## src/rtl/mips_pkg.sv

```systemverilog
// mips_pkg: shared definitions for the MEM stage.
//   state_t : MEM-stage FSM encoding (IDLE / ACCESS / WB)
//   ctrl_t  : control-bit bundle captured from EX
//   DW_DEF / RW_DEF : default datapath and register-address widths
//   is_mem_op : true when an op needs the data-memory port
package mips_pkg;

  localparam int DW_DEF = 32;
  localparam int RW_DEF = 5;

  typedef enum logic [1:0] {
    ST_IDLE   = 2'd0,
    ST_ACCESS = 2'd1,
    ST_WB     = 2'd2
  } state_t;

  typedef struct packed {
    logic branch;
    logic memread;
    logic memwrite;
    logic regwrite;
    logic memtoreg;
  } ctrl_t;

  function automatic logic is_mem_op(input ctrl_t c);
    return c.memread | c.memwrite;
  endfunction

endpackage

```

## src/rtl/mem_stage.sv

```systemverilog
// mem_stage: EX/MEM pipeline register, data-memory access and branch resolution.
//
// Handshake: EX presents an op with ex_valid; the op is captured on any
// rising edge where ex_valid && ex_ready. ex_valid may be held while
// ex_ready is low; nothing is captured until both are high on the same edge.
// The data-memory port is req/ack: dmem_req stays high with stable
// addr/we/wdata until the edge where dmem_ack is seen high.
//
// Ports:
//   clk, rst_n                 clock, synchronous active-low reset
//   ex_*                       EX-stage outputs and control bits, ex_ready back
//   pc_src, pc_target          branch-taken pulse and its target
//   dmem_*                     data-memory request port
//   wb_*                       MEM/WB result presented to write-back
//   mem_err                    sticky memory-timeout flag
//   state_dbg                  current FSM state (observation only)
//
// Configuration macro: MEM_TIMEOUT_EN. When defined, an ACCESS that sees no
// ack within TIMEOUT_CYCLES cycles is abandoned: dmem_req drops, mem_err sets
// (sticky until reset) and the op retires through WB with wb_regwrite = 0.
// When undefined, ACCESS waits indefinitely and mem_err is constant 0.
module mem_stage
  import mips_pkg::*;
#(
  parameter int DW             = DW_DEF,
  parameter int RW             = RW_DEF,
  parameter int TIMEOUT_CYCLES = 255
) (
  input  logic          clk,
  input  logic          rst_n,
  input  logic          ex_valid,
  output logic          ex_ready,
  input  logic [DW-1:0] ex_aluout,
  input  logic          ex_zero,
  input  logic [RW-1:0] ex_wreg,
  input  logic [DW-1:0] ex_btarget,
  input  logic [DW-1:0] ex_wdata,
  input  logic          ex_branch,
  input  logic          ex_memread,
  input  logic          ex_memwrite,
  input  logic          ex_regwrite,
  input  logic          ex_memtoreg,
  output logic          pc_src,
  output logic [DW-1:0] pc_target,
  output logic          dmem_req,
  output logic          dmem_we,
  output logic [DW-1:0] dmem_addr,
  output logic [DW-1:0] dmem_wdata,
  input  logic [DW-1:0] dmem_rdata,
  input  logic          dmem_ack,
  output logic          wb_valid,
  output logic          wb_regwrite,
  output logic [RW-1:0] wb_wreg,
  output logic [DW-1:0] wb_data,
  output logic          mem_err,
  output state_t        state_dbg
);

  state_t        state_q, state_d;
  ctrl_t         ctrl_in, ctrl_q;
  logic [DW-1:0] alu_q, btarget_q, wdata_q, rdata_q;
  logic [RW-1:0] wreg_q;
  logic          zero_q;
  logic          cap, cap_d1_q;
  logic          in_access, in_wb;
  logic          timeout_hit;
  logic          tmo_q;
  logic          err_q;

  assign ctrl_in = '{branch:   ex_branch,
                     memread:  ex_memread,
                     memwrite: ex_memwrite,
                     regwrite: ex_regwrite,
                     memtoreg: ex_memtoreg};

  assign in_access = (state_q == ST_ACCESS);
  assign in_wb     = (state_q == ST_WB);
  assign ex_ready  = (state_q == ST_IDLE) || in_wb;
  assign cap       = ex_valid && ex_ready;

  // Next-state logic
  always_comb begin
    state_d = state_q;
    unique case (state_q)
      ST_IDLE: begin
        if (cap) state_d = is_mem_op(ctrl_in) ? ST_ACCESS : ST_WB;
      end
      ST_ACCESS: begin
        if (dmem_ack || timeout_hit) state_d = ST_WB;
      end
      ST_WB: begin
        if (cap) state_d = is_mem_op(ctrl_in) ? ST_ACCESS : ST_WB;
        else     state_d = ST_IDLE;
      end
      default: state_d = ST_IDLE;
    endcase
  end

  // State register and EX/MEM capture
  always_ff @(posedge clk) begin
    if (!rst_n) begin
      state_q   <= ST_IDLE;
      ctrl_q    <= '0;
      alu_q     <= '0;
      btarget_q <= '0;
      wdata_q   <= '0;
      rdata_q   <= '0;
      wreg_q    <= '0;
      zero_q    <= 1'b0;
      cap_d1_q  <= 1'b0;
    end else begin
      state_q  <= state_d;
      cap_d1_q <= cap;
      if (cap) begin
        ctrl_q    <= ctrl_in;
        alu_q     <= ex_aluout;
        btarget_q <= ex_btarget;
        wdata_q   <= ex_wdata;
        wreg_q    <= ex_wreg;
        zero_q    <= ex_zero;
      end
      // Acks outside ACCESS belong to no live transaction and are dropped.
      if (in_access && dmem_ack) rdata_q <= dmem_rdata;
    end
  end

`ifdef MEM_TIMEOUT_EN
  localparam int CW = ($clog2(TIMEOUT_CYCLES + 1) > 8) ? $clog2(TIMEOUT_CYCLES + 1) : 8;
  logic [CW-1:0] cnt_q;

  // cnt_q counts completed ACCESS cycles without ack; the abort edge is the
  // end of the TIMEOUT_CYCLES-th ACCESS cycle, so dmem_req is high exactly
  // TIMEOUT_CYCLES cycles.
  assign timeout_hit = in_access && !dmem_ack && (cnt_q == CW'(TIMEOUT_CYCLES - 1));

  always_ff @(posedge clk) begin
    if (!rst_n) begin
      cnt_q <= '0;
      tmo_q <= 1'b0;
      err_q <= 1'b0;
    end else begin
      if (cap) begin
        cnt_q <= '0;
        tmo_q <= 1'b0;
      end else if (in_access && !dmem_ack) begin
        cnt_q <= cnt_q + 1'b1;
      end
      if (timeout_hit) begin
        tmo_q <= 1'b1;
        err_q <= 1'b1;
      end
    end
  end
`else
  assign timeout_hit = 1'b0;
  assign tmo_q       = 1'b0;
  assign err_q       = 1'b0;
`endif

  // Branch resolves from the captured op, one cycle after capture.
  assign pc_src    = cap_d1_q && ctrl_q.branch && zero_q;
  assign pc_target = btarget_q;

  assign dmem_req   = in_access;
  assign dmem_we    = in_access && ctrl_q.memwrite;
  assign dmem_addr  = in_access ? alu_q   : '0;
  assign dmem_wdata = in_access ? wdata_q : '0;

  // A write (including memread+memwrite) never updates the register file;
  // load data is only meaningful for a pure read.
  assign wb_valid    = in_wb;
  assign wb_regwrite = in_wb && ctrl_q.regwrite && !ctrl_q.memwrite && !tmo_q;
  assign wb_wreg     = in_wb ? wreg_q : '0;
  assign wb_data     = !in_wb ? '0 :
                       (ctrl_q.memtoreg && ctrl_q.memread && !ctrl_q.memwrite) ? rdata_q : alu_q;

  assign mem_err   = err_q;
  assign state_dbg = state_q;

endmodule

```

## config.mk

```make
export PLATFORM = sky130hd
export DESIGN_NAME = mem_stage
export DESIGN_NICKNAME = d
export VERILOG_FILES = /design/src/rtl/mips_pkg.sv /design/src/rtl/mem_stage.sv
export SDC_FILE = /design/constraint.sdc
export NUM_CORES = 1
export LEC_CHECK = 0
export ABC_AREA = 0
export CORE_UTILIZATION = 45
export DETAILED_ROUTE_END_ITERATION = 7
export HOLD_SLACK_MARGIN = 0.15
export PLACE_DENSITY_LB_ADDON = 0.2
export RECOVER_POWER = 100
export SYNTH_ARGS = -nofsm -noshare
export SYNTH_HDL_FRONTEND = slang
export SYNTH_SLANG_ARGS = --single-unit
```

## constraint.sdc

```tcl
create_clock -name clk -period 1.9 [get_ports clk]
set_input_delay 0.19 -clock clk [delete_from_list [all_inputs] [get_ports clk]]
set_output_delay 0.19 -clock clk [all_outputs]
set_load 0.005 [all_outputs]
```

# After elaboration in Yosys (flattened, before gate mapping)

Cells that the tools add are included.

$add $sub $neg: 0
Multiply operators: 0
Divide/modulo/power cells: 0
$lt $le $gt $ge: 0
Eq/ne operators: 4
Shift-type cells: 0
Multiplexer cells: 10
Bitwise logic cells: 1
Reductions and logical operators: 13

Operator list:

| cell                 | number |
|---|---|
| $mux W32             | 4 |
| $logic_and A1 B1 Y1  | 9 |
| $mux W2              | 4 |
| $pmux W2 S3          | 1 |
| $mux W5              | 1 |
| $ne A2 B2 Y1 const B | 2 |
| $eq A2 B1 Y1 const B | 1 |
| $eq A2 B2 Y1 const B | 1 |
| $logic_not A2 Y1     | 1 |
| $reduce_and A2 Y1    | 1 |
| $logic_not A1 Y1     | 1 |
| $logic_or A1 B1 Y1   | 1 |
| $or A1 B1 Y1         | 1 |

Register bits after elaboration: 142
Latch bits: 0
Memory bits (writable): 0
Bits in read-only memories: 0
Output and inout bits: 142
Memories: 0

# Logic depth before layout (Yosys ltp)

Depth after elaboration: 5
Mapped depth: 6
Depth with buffers taken out: 4

# Worst setup path before layout

Ideal clock, no wire load.

Path kind: register to output
Start point: register state_q[0] (netlist: state_dbg[0])
End point: output port dmem_addr[13]
Arrival: 1.007 ns
Setup slack: 0.703 ns
Stages on the path, launching flop included: 6
Path buffers: 2
Cells stage by stage: dfxtp_1 -> inv_2 -> nor2_2 -> buf_2 -> clkbuf_2 -> and2_1

Longest elaborated chain between the ends: 2

RTL lines:

| item                     | line             | RTL |
|---|---|---|
| start: declaration       | mem_stage.sv:59  | `state_t state_q, state_d;` |
| start signal: assignment | mem_stage.sv:112 | `state_q <= state_d;` |
| $eq A2 B1 Y1             | mem_stage.sv:76  | `assign in_access = (state_q == ST_ACCESS);` |
| $mux W32                 | mem_stage.sv:166 | `assign dmem_addr = in_access ? alu_q : '0;` |
| end: declaration         | mem_stage.sv:47  | `output logic [DW-1:0] dmem_addr,` |

No other way between the ends.

# Worst setup path in the final report

Start point: register state_q[0] (netlist: state_dbg[0])
End point: output port dmem_addr[10]

Same word-level chain as after synthesis.

==> results_tabular.tex <==
\begin{tabular}{lr}
\hline
Metric & Value \\
\hline
\multicolumn{2}{l}{\textbf{Min path}} \\
Class of the tightest hold or removal check & in2reg \\
Hold-critical path endpoint & rdata\_q[7] \\
Min-Delay Startpoint & rst\_n \\
Cells on Worst Hold Path & 3 \\
\multicolumn{2}{l}{\textbf{STA}} \\
Final Hold Viols & 0 \\
Count of final max-slew check failures & 0 \\
Highest Clock Rate & 0.541 GHz \\
Slew headroom & 0.438 \\
Final critical-path required period & 1.85 ns \\
RSZ-0062 raised after global routing & true \\
Setup Viol. Count Final & 0 \\
Total negative setup slack & 0 ns \\
Share of the clock period used by the worst path & 0.973 \\
Clock skew & 0.00483 ns \\
Crit path setup slack, layout & between 0.05 and 0.06 ns \\
Worst-margin pin slew & 0.843 ns \\
\multicolumn{2}{l}{\textbf{Placement}} \\
HPWL after detailed placement & roughly 13000 um \\
Final weighted congestion in routability-driven placement & 0.860 \\
Cell total after placement & approximately 1200 \\
Worst slack after detailed placement & 0.173 ns \\
Port-buffer cells & between 200 and 300 \\
\multicolumn{2}{l}{\textbf{Clock tree}} \\
Number of buffers on the longest clock path & 2 \\
CTS H-Tree Depth & 4 \\
Clock slew at reported path FFs & 0.06 ns \\
Sinks on the clock net & 142 \\
Clock network latency to the later pin of the worst-skew pair & $\sim$0.40 ns \\
TritonCTS clock tree & built \\
Inserted Clock Buffers & 17 \\
CTS Root Cell & clkbuf\_16 \\
\multicolumn{2}{l}{\textbf{Setup path}} \\
Number of cells on the worst reg-to-reg path & 5 \\
CP max-delay cell & dfxtp\_2 \\
Type of the worst setup path & reg2out \\
Reg2Reg Setup Slack & 0.12 ns \\
CP Launch Type & register \\
Critical Path Max Stage Delay & 0.33 ns \\
Kind of end point of the critical path & output pin \\
Highest net fanout along the worst path & 14 \\
Critical register-to-register path startpoint & state\_dbg[0] \\
Data arrival at the endpoint of the critical path & 1.66 ns \\
Worst Path Required & 1.71 ns \\
Crit-path cells & inv\_4 -> nor2\_4 -> buf\_4 -> bufbuf\_16 -> and2\_1 -> dlygate4sd2\_1 \\
Critical register-to-register path endpoint & wdata\_q[12] \\
\multicolumn{2}{l}{\textbf{Logic synthesis}} \\
Cell area after synthesis & 6220 sq um \\
Dominant cells by area after synthesis & dfxtp\_1 46\%, nand2\_1 19\%, a21boi\_0 11\% \\
Syn nets & 955 \\
Syn. warnings & 0 \\
Netlist cell types & 28 \\
Post-synthesis area per instance & around 7.7 sq um \\
Area fraction of the dominant cell type after synthesis & 0.457 \\
Synthesis-stage register bit count & approximately 140 \\
Proportion of synthesized chip area in sequential cells & 0.457 \\
Synth area leader & dfxtp\_1 \\
Number of instances in the synthesized netlist & 812 \\
\multicolumn{2}{l}{\textbf{Routing}} \\
Highest metal used & met4 \\
Iteration count of the initial detailed-routing pass & 4 \\
Detail-routed via count per cell & between 4 and 5 \\
Total routed wire length on the met1 layer & 7430 um \\
Total length of routed wires & around 19000 um \\
Detailed route wirelength on metal2 & 9190 um \\
Via count & 6192 \\
Number of violations reported at the end of detailed-routing iteration 0 & between 300 and 400 \\
Number of remaining DRC errors & 0 \\
WL/cell & between 10 and 15 um \\
WL met3 & 1460 um \\
Final ANT Viol Nets & 0 \\
\multicolumn{2}{l}{\textbf{Power and ir drop}} \\
Power Total & 7.44 mW \\
Worst VDD drop & 0.000584 V \\
Areal power density over the cells & 759 nW/um\^{}2 \\
Standby leakage power & between 4 and 5 nW \\
\multicolumn{2}{l}{\textbf{Global routing}} \\
Pin count of the biggest net entering global routing & 78 \\
GRT Total Usage & 0.263 \\
Grt total ovfl & 0 \\
Vias in the first global route & 5755 \\
Number of antenna violations at the first check in global routing & 0 \\
Wire length of the first global-routing pass & 29400 um \\
\multicolumn{2}{l}{\textbf{Floorplan}} \\
Height of the die & between 100 and 150 um \\
Chip width & between 100 and 150 um \\
Core Area & 13300 sq um \\
Starting utilization of the core area & 0.466 \\
Number of ports placed on the die boundary & 285 \\
Die Footprint & about 14000 sq um \\
Placement Rows & 42 \\
\multicolumn{2}{l}{\textbf{Final layout}} \\
Cell Count, Final, Fillers Out & 1261 \\
Count of fill cells added during filler insertion & approximately 1100 \\
Share of final-layout standard cells stronger than drive strength 1 & 0.0700 \\
Leading cell types in the layout, fill and taps excluded & 306 x nand2\_1, 144 x clkdlybuf4s50\_1, 139 x dfxtp\_1 \\
Commonest non-fill, non-tap cell in the layout & nand2\_1 \\
Area added between synthesis and finish & 57.5\% \\
Number of nets at the end of the flow & 1216 \\
Antenna diode count & 0 \\
\multicolumn{2}{l}{\textbf{Status}} \\
Run status & finished clean \\
\multicolumn{2}{l}{\textbf{Run}} \\
Maxcap violations & 0 \\
\hline
\end{tabular}
final cells by class:
type	instances	area, sq um	area share
clock buffers	24	472	0.0482
inverters	2	12.5	0.00128
repair buffers	310	3110	0.318
flip-flops and latches	142	2850	0.291
clock inverters	7	87.6	0.00894
well taps	176	220	0.0225
multi-input cells	600	3040	0.311
flip-flops by register name, summed over array words and instances (netlist names):
signal / count
alu_q: 32
cap_d1_q: 1
ctrl_q: 5
pc_target: 32
rdata_q: 32
state_dbg: 2
wdata_q: 32
wreg_q: 5
zero_q: 1
worst max path at each step:
stage | from | end | cells after the start
after detailed placement | ex_valid | ctrl_q[3] | 5
after global routing | ctrl_q[2] | wb_data[10] | 5
after CTS | state_dbg[0] | dmem_addr[8] | 7
after global placement | ex_valid | ctrl_q[3] | 5
final | state_dbg[0] | dmem_addr[10] | 6
after floorplan | state_dbg[0] | dmem_addr[13] | 5
cells by family (layout without fill, tap and decap cells):
group | count (synthesis) | count (layout) | share of synthesized area
flip-flops | 142 | 142 | 0.457
buffers and inverters | 70 | 343 | 0.0624
other | 1 | 1 | 0.000603
AND/OR/NAND/NOR | 426 | 426 | 0.297
AO/OA/AOI/OAI | 173 | 173 | 0.183
power by group:
group	internal [mW]	switching (mW)
clock	1.99	1.18
combinational	0.583	0.442
sequential	3.15	0.0956
total	5.72	1.72
Yosys cell counts (all sizes together):
| library cell | instances |
|---|---|
| nand3b | 1 |
| buf | 45 |
| and2 | 71 |
| dfxtp | 142 |
| nand2 | 311 |
| nand3 | 32 |
| a21oi | 33 |
| nor2 | 3 |
| and3b | 2 |
| o21ai | 32 |
| clkbuf | 23 |
| nand2b | 1 |
| inv | 2 |
| and3 | 1 |
| nor3b | 1 |
| a21boi | 107 |
| conb | 1 |
| nor3 | 1 |
| nor2b | 2 |
| o21a | 1 |
worst max-delay path, delay by kind of cell (launching register included):
family,cells,cell delay [ns]
buffers and inverters,4,0.74
flip-flops,1,0.33
AND/OR/NAND/NOR,2,0.18
metal layers:
| metal | vias up | GRT usage |
|---|---|---|
| li1 | 3128 | - |
| met1 | 2788 | 0.295 |
| met2 | 230 | 0.441 |
| met3 | 46 | 0.0870 |
| met4 | 0 | 0.142 |
| met5 | - | 0 |
per-stage QoR:
step           cell area (sq um)  hold slack [ns]  utilization
2_1_floorplan               6220            0.320            -
3_3_place_gp                9180            0.439        0.687
3_5_place_dp                9180            0.442        0.687
4_1_cts                     9760            0.237        0.731
5_1_grt                     9790            0.275        0.734
6_report                    9790            0.268        0.734
what timing repair did:
| action | 4_1_cts | 5_1_grt |
|---|---|---|
| hold buffers | 0 | 0 |
| endpoints found under the setup margin | 104 | 45 |
| hold endpoints to repair | 0 | 0 |
| buffers inserted | 6 | 2 |
| resized for setup | 114 | 37 |
| cloned | 2 | 0 |
(Power assumes the default switching activity.)
==> edit 1, RTL diff (same settings) <==
The package constant `RW_DEF` goes from 5 to 6.
--- a/src/rtl/mips_pkg.sv
+++ b/src/rtl/mips_pkg.sv
@@ -6,7 +6,7 @@
 package mips_pkg;
 
   localparam int DW_DEF = 32;
-  localparam int RW_DEF = 5;
+  localparam int RW_DEF = 6;
 
   typedef enum logic [1:0] {
     ST_IDLE   = 2'd0,
Interface: changed (resized ex_wreg and wb_wreg); port bits go from 285 to 287. No check against the original RTL was run, so the function may have changed too.
==> edit 1 against the original RTL <==
The flow now finishes with violations (negative setup slack). Synthesized cell count grew 0.62%. Final area grew 0.51%. Clock power grew 9.8%. Routed wire length grew 9.7%. Largest power group is now the clock network. Combinational power grew 5%. Sequential cell count grew 1. Power grew 5.1%. Largest cell class unchanged. Area after synthesis is essentially flat. Critical endpoint is now dmem_addr[12]. Setup slack lost 0.056 ns.
==> edit 1: results (changes against the original RTL) <==
- Crit-path max FO: 8 (-6)
- Most common cell in the netlist: nand2_1
- Pre-CTS worst setup slack: 0.196 ns (+0.0230 ns)
- Post-synthesis sequential area ratio: 46.1% (+0.34 points)
- Failing checks: negative setup slack
- Leak: 4.17 nW (+1.2%)
- Netlist cell types: 27 (-3.6%)
- Post-Place Cells: 1,228 (+0.66%)
- Worst Skew: 0.00681 ns (+0.00197 ns)
- Slowest CP cell: dfxtp_2
- First-pass GRT wire length: 30,700 um (+4.6%)
- Flop2flop setup slack: 0.09 ns (-0.03 ns)
- Total wire length: 20,700 um (+9.7%)
- DP HPWL: 13,100 um (+0.30%)
- Largest cells by area after synthesis: dfxtp_1 (46%), nand2_1 (19%), a21boi_0 (12%)
- Share of layout cells above drive strength 1: 13.2% (+6.2 points)
- Largest net degree at the start of global routing: 83 (+6.4%)
- Final setup violation count: 1 (+1)
- CTS root buffer: clkbuf_16
- Placed inst area: 9220 sq um (+0.48%)
- Setup Total Neg Slack: -0.00510 ns (-0.00510 ns)
- Clk_lat worst skew: 0.42 ns (+0.02 ns)
- Arr. time, crit path: 1.72 ns (+0.06 ns)
- Pre-Repair DR Iteration Count: 5 (+1)
- Filler cells: 1,086 (-3.5%)
- Cell count after synthesis: 817 (+0.62%)
- Max IR drop VDD: 0.636 mV (+8.8%)
- Worst hold stages: 2 (-1)
- Vias per Instance: 5.07 (+3.3%)
- Worst-path clk slew: 0.05 ns
- Outcome: finished, violations left
- R2R Path End: wdata_q[1]$_SDFFE_PN0N_
- Worst setup path end: dmem_addr[12]
- GR Util All Layers: 27.8% (+1.5 points)
- Drt initial violations: 501 (+41%)
- Placer congestion estimate: 0.880 (+2.2%)
- Input/output buffers: 285 (+0.71%)
- Final setup margin: -0.00510 ns (-0.0559 ns)
- Total number of vias: 6,504 (+5.0%)
- Syn nets: 961 (+0.63%)
- Clock tree buffer depth: 2 (unchanged)
- Vias in the first global route: 6,116 (+6.3%)
-- edit 1: changes by cell type in the layout (fill, tap and decap cells not counted), sizes merged, moves of 3 or more --
cell,unedited run,this run
dlygate4sd2,73,30
clkbuf,29,87
clkdlybuf4s15,24,6
clkdlybuf4s50,144,149
buf,24,35
dlymetal6s2s,2,5
-- edit 1: cell families after synthesis --
kind of cell / Yosys count / share of synthesized area, %
AO/OA/AOI/OAI: 174 / 18.4
buffers and inverters: 70 / 5.58
flip-flops: 143 / 46.1
other: 1 / 0.0603
AND/OR/NAND/NOR: 429 / 29.9
-- edit 1: timing repair --
| item | in CTS | in global routing |
|---|---|---|
| gates cloned | 3 | 6 |
| endpoints found under the setup margin | 106 | 44 |
| gates resized for setup | 112 | 135 |
| pin swaps | 0 | 1 |
| hold buffers | 0 | 0 |
| buffers inserted | 6 | 8 |
-- edit 1: how the worst min path moves through the flow --
stage,start,end,slack (ns)
after floorplan,dmem_rdata[1],rdata_q[1]$_SDFFE_PN0P_,0.32
after global placement,rdata_q[25]$_SDFFE_PN0P_,rdata_q[25]$_SDFFE_PN0P_,0.44
after detailed placement,rdata_q[25]$_SDFFE_PN0P_,rdata_q[25]$_SDFFE_PN0P_,0.44
after CTS,rst_n,state_dbg[0]$_SDFFE_PN0P_,0.16
after global routing,rst_n,state_dbg[0]$_SDFFE_PN0P_,0.19
final,rst_n,state_dbg[0]$_SDFFE_PN0P_,0.18
-- edit 1: worst reg2reg max path, stage by stage (launching register included) --
cell and delay, ns:
dfxtp_2 0.32, buf_4 0.15, nor2b_4 0.10, clkbuf_4 0.70, nand2_1 0.25, a21boi_0 0.21
-- edit 1: where the power goes --
group	internal (mW)	switching (mW)	total, mW	leakage [nW]
registers	3.17	0.0953	3.26	1.17
logic	0.600	0.476	1.08	2.69
clock network	2.23	1.25	3.48	0.304
total	6.00	1.82	7.82	4.17
-- edit 1: cell type report --
class                   count  area [sq um]  share of cell area, %
inverters                   2          10.0                  0.102
multi-input cells         604          3050                   31.0
clock inverters            10           133                   1.35
repair buffers            325          3070                   31.2
well taps                 176           220                   2.24
flip-flops and latches    143          2870                   29.1
clock buffers              22           494                   5.02
-- edit 1: metrics by stage --
stage / utilization, % / power [mW]
6_report: 73.8 / 7.82
5_1_grt: 73.8 / 8.11
4_1_cts: 74.2 / 7.87
3_5_place_dp: 69.1 / 4.35
3_3_place_gp: 69.1 / 4.34
2_1_floorplan: - / 3.74
-- edit 1: layer usage --
metal / up-vias / part of all wire (%) / routed length, um / global-route usage [%]
li1: 3178 / - / - / -
met1: 2967 / 39 / 8080 / 31.0
met2: 297 / 48 / 9850 / 47.0
met3: 62 / 8.7 / 1810 / 9.17
met4: 0 / 4.5 / 928 / 14.6
met5: - / 0 / 0 / 0
==> edit 2, RTL diff (config.mk and constraints unchanged) <==
Made on the original files. Register the input `ex_btarget` before use. The logic sees it one clock later. The other inputs are not delayed to match.
--- a/src/rtl/mem_stage.sv
+++ b/src/rtl/mem_stage.sv
@@ -55,6 +55,12 @@
   output logic          mem_err,
   output state_t        state_dbg
 );
+
+  logic [DW-1:0] ex_btarget_q;
+
+  always_ff @(posedge clk) begin
+    ex_btarget_q <= ex_btarget;
+  end
 
   state_t        state_q, state_d;
   ctrl_t         ctrl_in, ctrl_q;
@@ -114,7 +120,7 @@
       if (cap) begin
         ctrl_q    <= ctrl_in;
         alu_q     <= ex_aluout;
-        btarget_q <= ex_btarget;
+        btarget_q <= ex_btarget_q;
         wdata_q   <= ex_wdata;
         wreg_q    <= ex_wreg;
         zero_q    <= ex_zero;
Function: changed (a bounded check fails within 4 cycles, from zero or initial values and one cycle with rst_n low).
==> edit 2 against the original RTL <==
The run now ends with design-rule violations, negative setup slack left. Worst hold slack better by 0.030 ns. Synthesized cell count up 3.9%. Core utilization up 2.4 points. Final cell count up 5.2%. Final area up 14%. Setup slack worse by 0.19 ns. Via count up 10%. Sequential power up 23%. Sequential cell count up 32. Routed wire length up 23%. Register-to-register slack worse by 0.04 ns. Area after synthesis up 10%. Power up 15%. Largest cell class unchanged.
==> edit 2: results (changes against the original RTL) <==
- Wire per inst: 17.4 um (+17%)
- Drt initial violations: 421 (+18%)
- Worst setup path end: dmem_wdata[31]
- Crit-path max FO: 6 (-8)
- Arr. time, crit path: 1.85 ns (+0.19 ns)
- Largest net degree at the start of global routing: 80 (+2.6%)
- Met3 Usage GRT: 7.74% (-0.95 points)
- Post-Layout Cell Count: 1,326 (+5.2%)
- Hold_sp: ex_btarget[4]
- Syn Area/Cell: 8.14 sq um (+6.2%)
- Reg2reg start: state_dbg[0]$_SDFFE_PN0P_
- Setup Total Neg Slack: -1.25 ns (-1.25 ns)
- Netlist cell types: 29 (+3.6%)
- Compound-Gate Fraction of Synth Area: 16.5% (-1.7 points)
- Worst-path clk slew: 0.07 ns
- Failing checks: design-rule violations, negative setup slack
- Max IR drop VDD: 0.662 mV (+13%)
- Slowest CP cell: clkdlybuf4s50_1
- Flop2flop setup slack: 0.08 ns (-0.04 ns)
- Post-synthesis sequential area ratio: 50.7% (+5.0 points)
- Share of layout cells above drive strength 1: 16.7% (+9.7 points)
- Syn nets: 987 (+3.4%)
- R2R Path End: alu_q[11]$_SDFFE_PN0N_
- Grt met2 use: 46.1% (+2.0 points)
- Placer congestion estimate: 0.838 (-2.6%)
- Initial antenna violation count: 1 (+1)
- Global routing usage on met1: 31.4% (+1.9 points)
- DP HPWL: 13,300 um (+1.6%)
- Cell family with the largest share of critical-path delay: buffers and inverters
- Placed inst area: 9840 sq um (+7.3%)
- Outcome: finished, violations left
- Input/output buffers: 283 (unchanged)
- Largest cells by area after synthesis: dfxtp_1 (51%), nand2_1 (17%), a21boi_0 (9.5%)
- Pre-Repair DR Iteration Count: 8 (+4)
- Clk_lat worst skew: 0.43 ns (+0.03 ns)
- Adder-cell share of the synthesized area: 0% (unchanged)
- First-pass GRT wire length: 33,700 um (+15%)
- DRC errors left: 21 (+21)
- Final setup margin: -0.139 ns (-0.190 ns)
- Leak: 5.55 nW (+35%)
- Slew HR: 50.7% (+6.9 points)
- Total number of vias: 6,836 (+10%)
- Vias in the first global route: 6,444 (+12%)
- CP Class: flop to primary output
- Yosys warning count: 0 (unchanged)
- Final setup violation count: 23 (+23)
- Most common cell in the netlist: nand2_1
- Crit-path max cell delay: 0.49 ns (+0.16 ns)
- Pre-CTS worst setup slack: 0.163 ns (-0.0102 ns)
- GR Util All Layers: 27.4% (+1.0 points)
- Leading cell types by count after synthesis: nand2_1 (311), dfxtp_1 (174), a21boi_0 (87), and2_1 (71), a21oi_1 (33)
- Worst Skew: 0.0156 ns (+0.0108 ns)
edit 2: changes by cell type after synthesis, sizes merged:
cell	delta
dfxtp	+32
edit 2: area by class of cell:
class	count	area, sq um
Clock buffer	17	425
Timing Repair Buffer	333	3490
Multi-Input combinational cell	600	3320
Inverter	2	10.0
Antenna cell	1	2.50
Clock inverter	15	170
Fill cell	1063	3560
Tap cell	184	230
Sequential cell	174	3490
edit 2: worst min path at each step:
| stage | slack, ns | cells past startpoint | endpoint |
|---|---|---|---|
| 2_1_floorplan | 0.22 | 0 | ex_btarget_q[0]$_DFF_P_ |
| 3_3_place_gp | 0.43 | 2 | pc_target[18]$_SDFFE_PN0N_ |
| 3_5_place_dp | 0.44 | 2 | pc_target[1]$_SDFFE_PN0N_ |
| 4_1_cts | 0.18 | 1 | ex_btarget_q[8]$_DFF_P_ |
| 5_1_grt | 0.29 | 1 | ex_btarget_q[21]$_DFF_P_ |
| 6_report | 0.30 | 1 | ex_btarget_q[4]$_DFF_P_ |
edit 2: timing repair:
action | in CTS | in global routing
pin swaps | 16 | 35
resized for setup | 221 | 103
hold buffers | 1 | 0
cloned | 7 | 4
endpoints found under the hold margin | 1 | 0
buffers inserted | 17 | 7
setup endpoints to repair | 105 | 79
edit 2: report_power, final:
| group | internal [mW] | leakage [nW] | switching, mW |
|---|---|---|---|
| combinational | 0.604 | 3.82 | 0.496 |
| clock | 1.88 | 0.287 | 1.61 |
| sequential | 3.85 | 1.44 | 0.122 |
edit 2: routing by layer:
layer  up-vias  part of all wire [%]
li1       3284                     -
met3        56                   7.8
met2       317                    50
met4         0                   3.9
met1      3179                    38
met5         -                     0
